===== src/rtl/sub_arbiter.sv =====
// Round-robin arbiter that time-shares one combinational subtractor between
// NREQ requesters. The winner's operands are registered onto the subtractor
// inputs. The difference and zero flag are captured one cycle later and
// returned, tagged with the owner's ID, over a valid/ready handshake.
module sub_arbiter #(
    parameter int unsigned   WIDTH = 32,
    parameter int unsigned   NREQ  = 4,
    localparam int unsigned  IDW   = $clog2(NREQ)
) (
    input  logic                  clk,
    input  logic                  rst,
    input  logic [NREQ-1:0]       req,
    input  logic [NREQ*WIDTH-1:0] req_a,
    input  logic [NREQ*WIDTH-1:0] req_b,
    output logic [NREQ-1:0]       gnt,
    output logic [WIDTH-1:0]      sub_inA,
    output logic [WIDTH-1:0]      sub_inB,
    input  logic [WIDTH-1:0]      sub_out,
    input  logic                  sub_flag,
    output logic                  res_valid,
    input  logic                  res_ready,
    output logic [IDW-1:0]        res_id,
    output logic [WIDTH-1:0]      res_data,
    output logic                  res_zero,
    output logic                  busy
);

    typedef enum logic [1:0] {StIdle, StExec, StDone} state_e;

    state_e            state_q, state_d;
    logic [IDW-1:0]    rr_q, rr_d;
    logic [IDW-1:0]    owner_q, owner_d;
    logic [NREQ-1:0]   gnt_q, gnt_d;
    logic [WIDTH-1:0]  ina_q, ina_d;
    logic [WIDTH-1:0]  inb_q, inb_d;
    logic              valid_q, valid_d;
    logic [IDW-1:0]    id_q, id_d;
    logic [WIDTH-1:0]  data_q, data_d;
    logic              zero_q, zero_d;
    logic              busy_q;

    logic              found;
    logic [IDW-1:0]    win_idx;
    logic [WIDTH-1:0]  win_a;
    logic [WIDTH-1:0]  win_b;

    // Round-robin search starting at rr_q; IDW-bit addition wraps since NREQ is a power of two.
    always_comb begin
        found   = 1'b0;
        win_idx = '0;
        for (int k = 0; k < NREQ; k++) begin
            if (!found && req[rr_q + IDW'(k)]) begin
                found   = 1'b1;
                win_idx = rr_q + IDW'(k);
            end
        end
    end

    // Select the winner's operand pair with constant part-selects.
    always_comb begin
        win_a = '0;
        win_b = '0;
        for (int i = 0; i < NREQ; i++) begin
            if (IDW'(i) == win_idx) begin
                win_a = req_a[i*WIDTH +: WIDTH];
                win_b = req_b[i*WIDTH +: WIDTH];
            end
        end
    end

    // Next-state logic: issue from IDLE or from an accepted DONE, capture in EXEC.
    always_comb begin
        state_d = state_q;
        rr_d    = rr_q;
        owner_d = owner_q;
        gnt_d   = '0;
        ina_d   = ina_q;
        inb_d   = inb_q;
        valid_d = valid_q;
        id_d    = id_q;
        data_d  = data_q;
        zero_d  = zero_q;

        unique case (state_q)
            StIdle: begin
                if (found) begin
                    state_d        = StExec;
                    gnt_d[win_idx] = 1'b1;
                    ina_d          = win_a;
                    inb_d          = win_b;
                    owner_d        = win_idx;
                    rr_d           = win_idx + IDW'(1);
                end
            end
            StExec: begin
                state_d = StDone;
                valid_d = 1'b1;
                id_d    = owner_q;
                data_d  = sub_out;
                zero_d  = sub_flag;
            end
            StDone: begin
                if (res_ready) begin
                    valid_d = 1'b0;
                    if (found) begin
                        state_d        = StExec;
                        gnt_d[win_idx] = 1'b1;
                        ina_d          = win_a;
                        inb_d          = win_b;
                        owner_d        = win_idx;
                        rr_d           = win_idx + IDW'(1);
                    end else begin
                        state_d = StIdle;
                    end
                end
            end
            default: state_d = StIdle;
        endcase
    end

    // State and output registers; reset discards any in-flight operation.
    always_ff @(posedge clk) begin
        if (rst) begin
            state_q <= StIdle;
            rr_q    <= '0;
            owner_q <= '0;
            gnt_q   <= '0;
            ina_q   <= '0;
            inb_q   <= '0;
            valid_q <= 1'b0;
            id_q    <= '0;
            data_q  <= '0;
            zero_q  <= 1'b0;
            busy_q  <= 1'b0;
        end else begin
            state_q <= state_d;
            rr_q    <= rr_d;
            owner_q <= owner_d;
            gnt_q   <= gnt_d;
            ina_q   <= ina_d;
            inb_q   <= inb_d;
            valid_q <= valid_d;
            id_q    <= id_d;
            data_q  <= data_d;
            zero_q  <= zero_d;
            busy_q  <= (state_d != StIdle);
        end
    end

    assign gnt       = gnt_q;
    assign sub_inA   = ina_q;
    assign sub_inB   = inb_q;
    assign res_valid = valid_q;
    assign res_id    = id_q;
    assign res_data  = data_q;
    assign res_zero  = zero_q;
    assign busy      = busy_q;

endmodule


===== config.mk =====
export PLATFORM = sky130hd
export DESIGN_NAME = sub_arbiter
export DESIGN_NICKNAME = d
export VERILOG_FILES = /design/src/rtl/sub_arbiter.sv
export SDC_FILE = /design/constraint.sdc
export NUM_CORES = 1
export LEC_CHECK = 0
export CAP_MARGIN = 20
export CORE_AREA = 5 5 155 157
export CTS_BUF_LIST = sky130_fd_sc_hd__clkbuf_16
export DETAILED_ROUTE_END_ITERATION = 12
export DIE_AREA = 0 0 160 162
export SYNTH_ARGS = -nofsm -noshare
export SYNTH_HDL_FRONTEND = slang
export SYNTH_SLANG_ARGS = --single-unit
export TNS_END_PERCENT = 100

===== constraint.sdc =====
create_clock -name clk -period 4.23 [get_ports clk]
set_clock_uncertainty 0.2 [all_clocks]
set_input_delay 0.846 -clock clk [delete_from_list [all_inputs] [get_ports clk]]
set_output_delay 0.846 -clock clk [all_outputs]
set_load 0.01 [all_outputs]

==> results of run 1 <==
==> worst min path at each step <==
stage	slack, ns	to	cells after the start	from
final	0.25	res_id[1]	2	owner_q[1]
after global placement	0.24	res_data[31]	2	res_data[31]
after detailed placement	0.25	res_data[28]	2	res_data[28]
after global routing	0.27	res_data[27]	2	res_data[27]
after CTS	0.25	res_id[1]	2	owner_q[1]
after floorplan	0.23	res_id[0]	2	owner_q[0]
==> kinds of logic after synthesis <==
family / synth area share [%]
and+or+nand+nor: 22.98
AOI/OAI and AO/OA: 29.56
buffers and inverters: 9.768
DFF: 37.07
adders and majority gates: 0.6262
==> flip-flops by register name (all words and copies together), names as in the netlist <==
register	flops
res_id	2
res_data	32
busy	1
rr_q	2
res_valid	1
owner_q	2
sub_inA	32
gnt	4
state_q	2
res_zero	1
sub_inB	32
==> area by class of cell <==
class                           instances  share of cell area, %
Inverter                               69                  2.439
Multi-Input combinational cell        534                  30.49
Clock buffer                            9                  2.121
Clock inverter                          7                 0.8367
Sequential cell                       111                  20.93
Antenna cell                            2                0.04714
Tap cell                              285                  3.358
Timing Repair Buffer                  416                  39.78
==> layout by cell type (no fill, tap or decap), drive strengths merged <==
| cell | count |
|---|---|
| nor3 | 1 |
| buf | 16 |
| dfxtp | 111 |
| nand2 | 198 |
| clkbuf | 9 |
| clkinv | 2 |
| nand3 | 1 |
| o221ai | 64 |
| a21bo | 1 |
| or2 | 1 |
| ha | 3 |
| a21oi | 162 |
| clkdlybuf4s50 | 400 |
| a221o | 2 |
| o311ai | 2 |
| a21boi | 1 |
| o31a | 1 |
| inv | 74 |
| nor4 | 2 |
| nand3b | 64 |
| nor2b | 6 |
| o21bai | 2 |
| a311oi | 1 |
| o21a | 1 |
| nand2b | 3 |
| nor2 | 6 |
| and2 | 4 |
| a32o | 1 |
| o31ai | 3 |
| o21ai | 3 |
| diode | 2 |
| a211oi | 1 |
==> power by group <==
part           internal, mW  switching, mW
Clock                 0.433          0.487
Sequential             1.19         0.0787
Combinational         0.837          0.764
Total                  2.46           1.33
==> metal layers <==
| metal | wire (microns) | GRT usage (%) | vias up |
|---|---|---|---|
| met1 | 10510 | 22.27 | 3180 |
| met2 | 12880 | 32.97 | 263 |
| met4 | 716 | 6.531 | 0 |
| li1 | - | - | 3409 |
| met5 | 0 | 0 | - |
| met3 | 1914 | 5.735 | 39 |
==> per-stage QoR <==
stage          util [%]  power [mW]
5_1_grt           47.47       4.028
2_1_floorplan         -       2.092
6_report          47.47       3.792
3_5_place_dp      46.05       2.906
4_1_cts           47.45       3.851
3_3_place_gp      46.05       2.902
==> worst max-delay path: stages <==
cell and delay, ns:
clkdlybuf4s50_1 0.57, nor2b_1 0.23, a21boi_0 0.28, o31ai_1 0.12
buf_4 0.16, inv_1 0.08, ha_4 0.50, buf_12 0.29
a21oi_1 0.06, a21oi_1 0.16, o221ai_2 0.11
==> results by group, run 1 <==
Timing
  – Final Setup Violations: 0
  – Slew Limit Fails: 0
  – Fin Setup TNS: 0 ns
  – Fmax: 292.2 MHz
  – Worst hold slack: 0.2520 ns
  – Crit share post-route: 80.91%
  – Tmin final: 3.423 ns
  – RSZ-0062 raised after global routing: false
  – Worst setup margin: 0.8073 ns
  – Least-Margin Pin Slew: 0.6851 ns
  – Rel. slew slack: 54.28%
  – Final hold violations: 0

Yosys
  – Syn Area/Cell: 7.666 sq um
  – Yosys top cell area share: 37.07%
  – Post-synth EDFFs: 0
  – Unique masters post-synth: 34
  – Synth Net Count: 1081
  – Synthesized instance count: 782
  – #FFs+latches synth: 111
  – Synth Warn #: 0
  – Async SR Flop Fraction: 0%
  – Synthesized area: 0.005994 sq mm
  – Top post-synthesis cells by count: nand2_1 (198), a21oi_1 (162), dfxtp_1 (111), inv_1 (69), nand3b_1 (64)
  – Top-count cell post-synth: nand2_1
  – Ranking of synthesized cells by area: dfxtp_1 (37%), a21oi_1 (14%), nand2_1 (12%)
  – Top FF cell, synth: dfxtp_1
  – Largest area contributor in the netlist: dfxtp_1
  – Sequential share of the synthesized area: 37.07%

Clock network
  – Clk buf depth: 2
  – TritonCTS clock tree: built
  – Post-CTS Hold Buffers: 0
  – CTS clk-pin slew, worst paths: 0.09 ns
  – Clock tree root buffer cell: clkbuf_16
  – Post-CTS Setup Repair Bufs: 0
  – # H-tree levels: 3
  – Num Clock Sinks: 111
  – CTS Buf Count: 9
  – Post_cts resized: 0
  – Clk Latency, worst-skew pair: 0.35 ns

Pwr
  – Peak supply drop: 0.1617 mV
  – Power per cell area: 357.1 mW/mm^2
  – Leakage: 3.883 nW

Cells and area
  – Area grow syn2layout: 77.12%
  – Register area: 0.002222 sq mm
  – Multi-input gate area in the final layout: 0.003237 sq mm
  – # nets final: 1440
  – Final Cell Area: 0.01062 sq mm
  – Non-filler cells, final: 1433
  – Layout cells sized above 1: 7.155%
  – FILL cells: 2184

Die
  – Initial core utilization: 26.80%
  – Core area: 0.02237 sq mm
  – FP Rows: 55
  – Die width: 160 microns
  – DIE HEIGHT: 162 microns
  – IO Count: 401
  – Die area: 0.02592 sq mm

Global route
  – Grt total ovfl: 0
  – All-Layer GR Usage: 18.96%
  – Largest net degree at the start of global routing: 73
  – Vias in the first global route: 6895
  – Antenna violations before repair: 2
  – First-pass GRT wire length: 39140 microns

Route
  – Detail Route Antenna Nets: 0
  – DR vias: 6891
  – Drt first pass iters: 5
  – WL final: 26010 microns
  – Initial DRC Count: 346
  – Via density: 4.809
  – WL/cell: 18.15 microns
  – Drt drc: 0

Setup path
  – Worst r2r dst: sub_inA[28]
  – Worst setup path class: input port to flop
  – CP Capture Type: flop
  – R2R Path Start: rr_q[0]
  – CP Launch Type: input port
  – CP endpoint: sub_inA[28]
  – Setup crit start: req[2]
  – CP Max Fanout: 48
  – R2R depth: 10
  – Critical Path RT: 4.26 ns
  – Crit path DAT: 3.45 ns
  – Worst R2R Setup Slack: 1.69 ns

Place
  – Post-place setup slack: 0.4702 ns
  – Post-DP Area: 0.01030 sq mm
  – Gpl congestion: 0.9107
  – Placed Cells: 1415
  – HPWL after DPL: 19210 microns
  – IO Port Bufs: 400

Outcome
  – Status: finished, final reports clean

Job
  – Max-cap violations: 0

Min path
  – Hold Crit Class: flop to flop
No activity file was read; power rests on OpenSTA's default activity.
==> run 2, diff against run 1 <==
--- a/config.mk
+++ b/config.mk
@@ -6,10 +6,11 @@
 export NUM_CORES = 1
 export LEC_CHECK = 0
 export CAP_MARGIN = 20
-export CORE_AREA = 5 5 155 157
+export CORE_AREA = 5 5 154 156
 export CTS_BUF_LIST = sky130_fd_sc_hd__clkbuf_16
 export DETAILED_ROUTE_END_ITERATION = 12
-export DIE_AREA = 0 0 160 162
+export DIE_AREA = 0 0 159 161
+export PLACE_DENSITY = 0.66
 export SYNTH_ARGS = -nofsm -noshare
 export SYNTH_HDL_FRONTEND = slang
 export SYNTH_SLANG_ARGS = --single-unit
==> constraint.sdc (replaced) <==
create_clock -name clk -period 3.1 [get_ports clk]
set_clock_uncertainty 0.2 [all_clocks]
set_input_delay 0.62 -clock clk [delete_from_list [all_inputs] [get_ports clk]]
set_output_delay 0.62 -clock clk [all_outputs]
set_load 0.01 [all_outputs]
==> run 2 against run 1 <==
Against the previous run: first-iteration DRC count grew 0.29%; critical endpoint is now sub_inA[5]; power increased by 37%; sequential cell count stayed put; critical path type unchanged; non-clock buffer count grew 17; largest cell class unchanged; global-route usage fell by 0.42 points; worst setup slack worse by 0.63 ns; wire length decreased by 2.9%.
==> results by group, run 2 (same netlist as run 1, synthesis figures left out) <==
Outcome
  – Status: finished, final reports clean

Cells and area
  – Most frequent cells in the layout: clkdlybuf4s50_1 (400), nand2_1 (198), a21oi_1 (162)
  – # nets final: 1457
  – Layout cells sized above 1: 8.512%
  – Commonest non-fill, non-tap cell in the layout: clkdlybuf4s50_1
  – Post-layout util: 48.49%
  – FILL cells: 2136
  – Area grow syn2layout: 79.79%

Clock network
  – Post_cts resized: 0
  – Post-CTS Hold Buffers: 0
  – Clk Latency, worst-skew pair: 0.35 ns
  – Clk buf depth: 2
  – TritonCTS clock tree: built
  – Clock tree root buffer cell: clkbuf_16
  – Post-CTS Setup Repair Bufs: 0
  – # H-tree levels: 3
  – CTS Buf Count: 9
  – Num Clock Sinks: 111
  – CTS clk-pin slew, worst paths: 0.08 ns

Min path
  – Hold Crit Class: flop to flop
  – Hold_sp: res_data[7]

Global route
  – First-pass GRT wire length: 38690 microns
  – Vias in the first global route: 6922
  – Grt met3 use: 5.639%
  – Grt total ovfl: 0
  – GRT busiest layer: met2
  – GRT met1 Usage: 21.48%
  – All-Layer GR Usage: 18.54%
  – Largest net degree at the start of global routing: 51
  – Antenna violations before repair: 1
  – Grt met2 use: 32.54%

Timing
  – Least-Margin Pin Slew: 0.6177 ns
  – Fin Setup TNS: 0 ns
  – Final Setup Violations: 0
  – Tmin final: 2.922 ns
  – Worst setup margin: 0.1782 ns
  – Crit share post-route: 94.25%
  – Final hold violations: 0
  – Fmax: 342.2 MHz
  – Worst hold slack: 0.2567 ns
  – Rel. slew slack: 58.82%
  – RSZ-0062 raised after global routing: false
  – Slew Limit Fails: 0

Setup path
  – Critical Path RT: 3.14 ns
  – Worst setup path class: input port to flop
  – Setup crit start: req[2]
  – CP Launch Type: input port
  – Crit path DAT: 2.96 ns
  – CP Capture Type: flop
  – R2R Path Start: rr_q[0]
  – CP Max Fanout: 14

Pwr
  – Leakage: 3.977 nW
  – Peak supply drop: 0.2643 mV
  – Overall Power: 5.201 mW
  – Power per cell area: 482.6 mW/mm^2

Die
  – IO Count: 401
  – Core area: 0.02223 sq mm
  – Die width: 159 microns
  – Die area: 0.02560 sq mm
  – FP Rows: 55
  – DIE HEIGHT: 161 microns
  – Initial core utilization: 26.97%

Route
  – Via density: 4.786
  – Drt drc: 0
  – DR vias: 6935
  – WL final: 25250 microns
  – Initial DRC Count: 347
  – Detail Route Antenna Nets: 0
  – WL/cell: 17.43 microns
  – Drt first pass iters: 4

Place
  – IO Port Bufs: 400
  – Post-place setup slack: -0.1991 ns
  – HPWL after DPL: 19110 microns
  – Gpl congestion: 0.8611

Job
  – Max-cap violations: 0
run 2: cell types whose count changed in the layout (fill, tap and decap cells not counted):
cell	previous run	this run
clkinv_2	0	1
inv_8	2	1
clkinvlp_4	0	1
buf_4	8	21
buf_12	8	12
inv_12	1	0
diode_2	2	1
run 2: path summary, 6_finish.rpt:
| check | endpoint | cells past startpoint | slack [ns] |
|---|---|---|---|
| max | sub_inA[5] | 11 | 0.18 |
| min | res_data[7] | 2 | 0.26 |
| max reg2reg | sub_inA[5] | 9 | 0.66 |
| min reg2reg | res_data[7] | 2 | 0.26 |
run 2: routing by layer:
metal	part of all wire [%]	vias to the layer above
met5	0	-
met4	2.5	0
li1	-	3462
met1	40	3188
met3	7.0	36
met2	51	249
run 2: power breakdown:
group	internal (mW)	total [mW]	switching [mW]
registers	1.63	1.74	0.112
clock network	0.572	1.19	0.619
logic	1.22	2.27	1.05
total	3.42	5.20	1.78
run 2: final cells by class:
class	count	area [sq um]	area share (%)
Antenna cell	1	2.502	0.02322
Multi-Input combinational cell	534	3237	30.03
Clock buffer	9	225.2	2.090
Clock inverter	7	73.82	0.6849
Timing Repair Buffer	433	4402	40.84
Tap cell	285	356.6	3.309
Sequential cell	111	2222	20.62
Inverter	69	259.0	2.403
run 2: critical path, stage by stage:
cell             delay [ns]
clkdlybuf4s50_1        0.54
nor2b_1                0.24
a21boi_0               0.27
o31ai_1                0.12
buf_4                  0.17
ha_2                   0.26
buf_12                 0.19
nand3b_1               0.13
a21oi_1                0.08
a21oi_1                0.23
o221ai_2               0.12
run 2: through the flow:
stage | instance area (sq um) | instances
after floorplan | 5995 | 782
after global placement | 10480 | 1432
after detailed placement | 10480 | 1432
after CTS | 10780 | 1448
after global routing | 10780 | 1449
final | 10780 | 1449
==> run 3, diff against run 2 <==
--- a/config.mk
+++ b/config.mk
@@ -5,6 +5,7 @@
 export SDC_FILE = /design/constraint.sdc
 export NUM_CORES = 1
 export LEC_CHECK = 0
+export ABC_CLOCK_PERIOD_IN_PS = 3100
 export CAP_MARGIN = 20
 export CORE_AREA = 5 5 154 156
 export CTS_BUF_LIST = sky130_fd_sc_hd__clkbuf_16
==> results of run 3 <==
The final DEF is identical to that of run 2; final timing and power are the same.
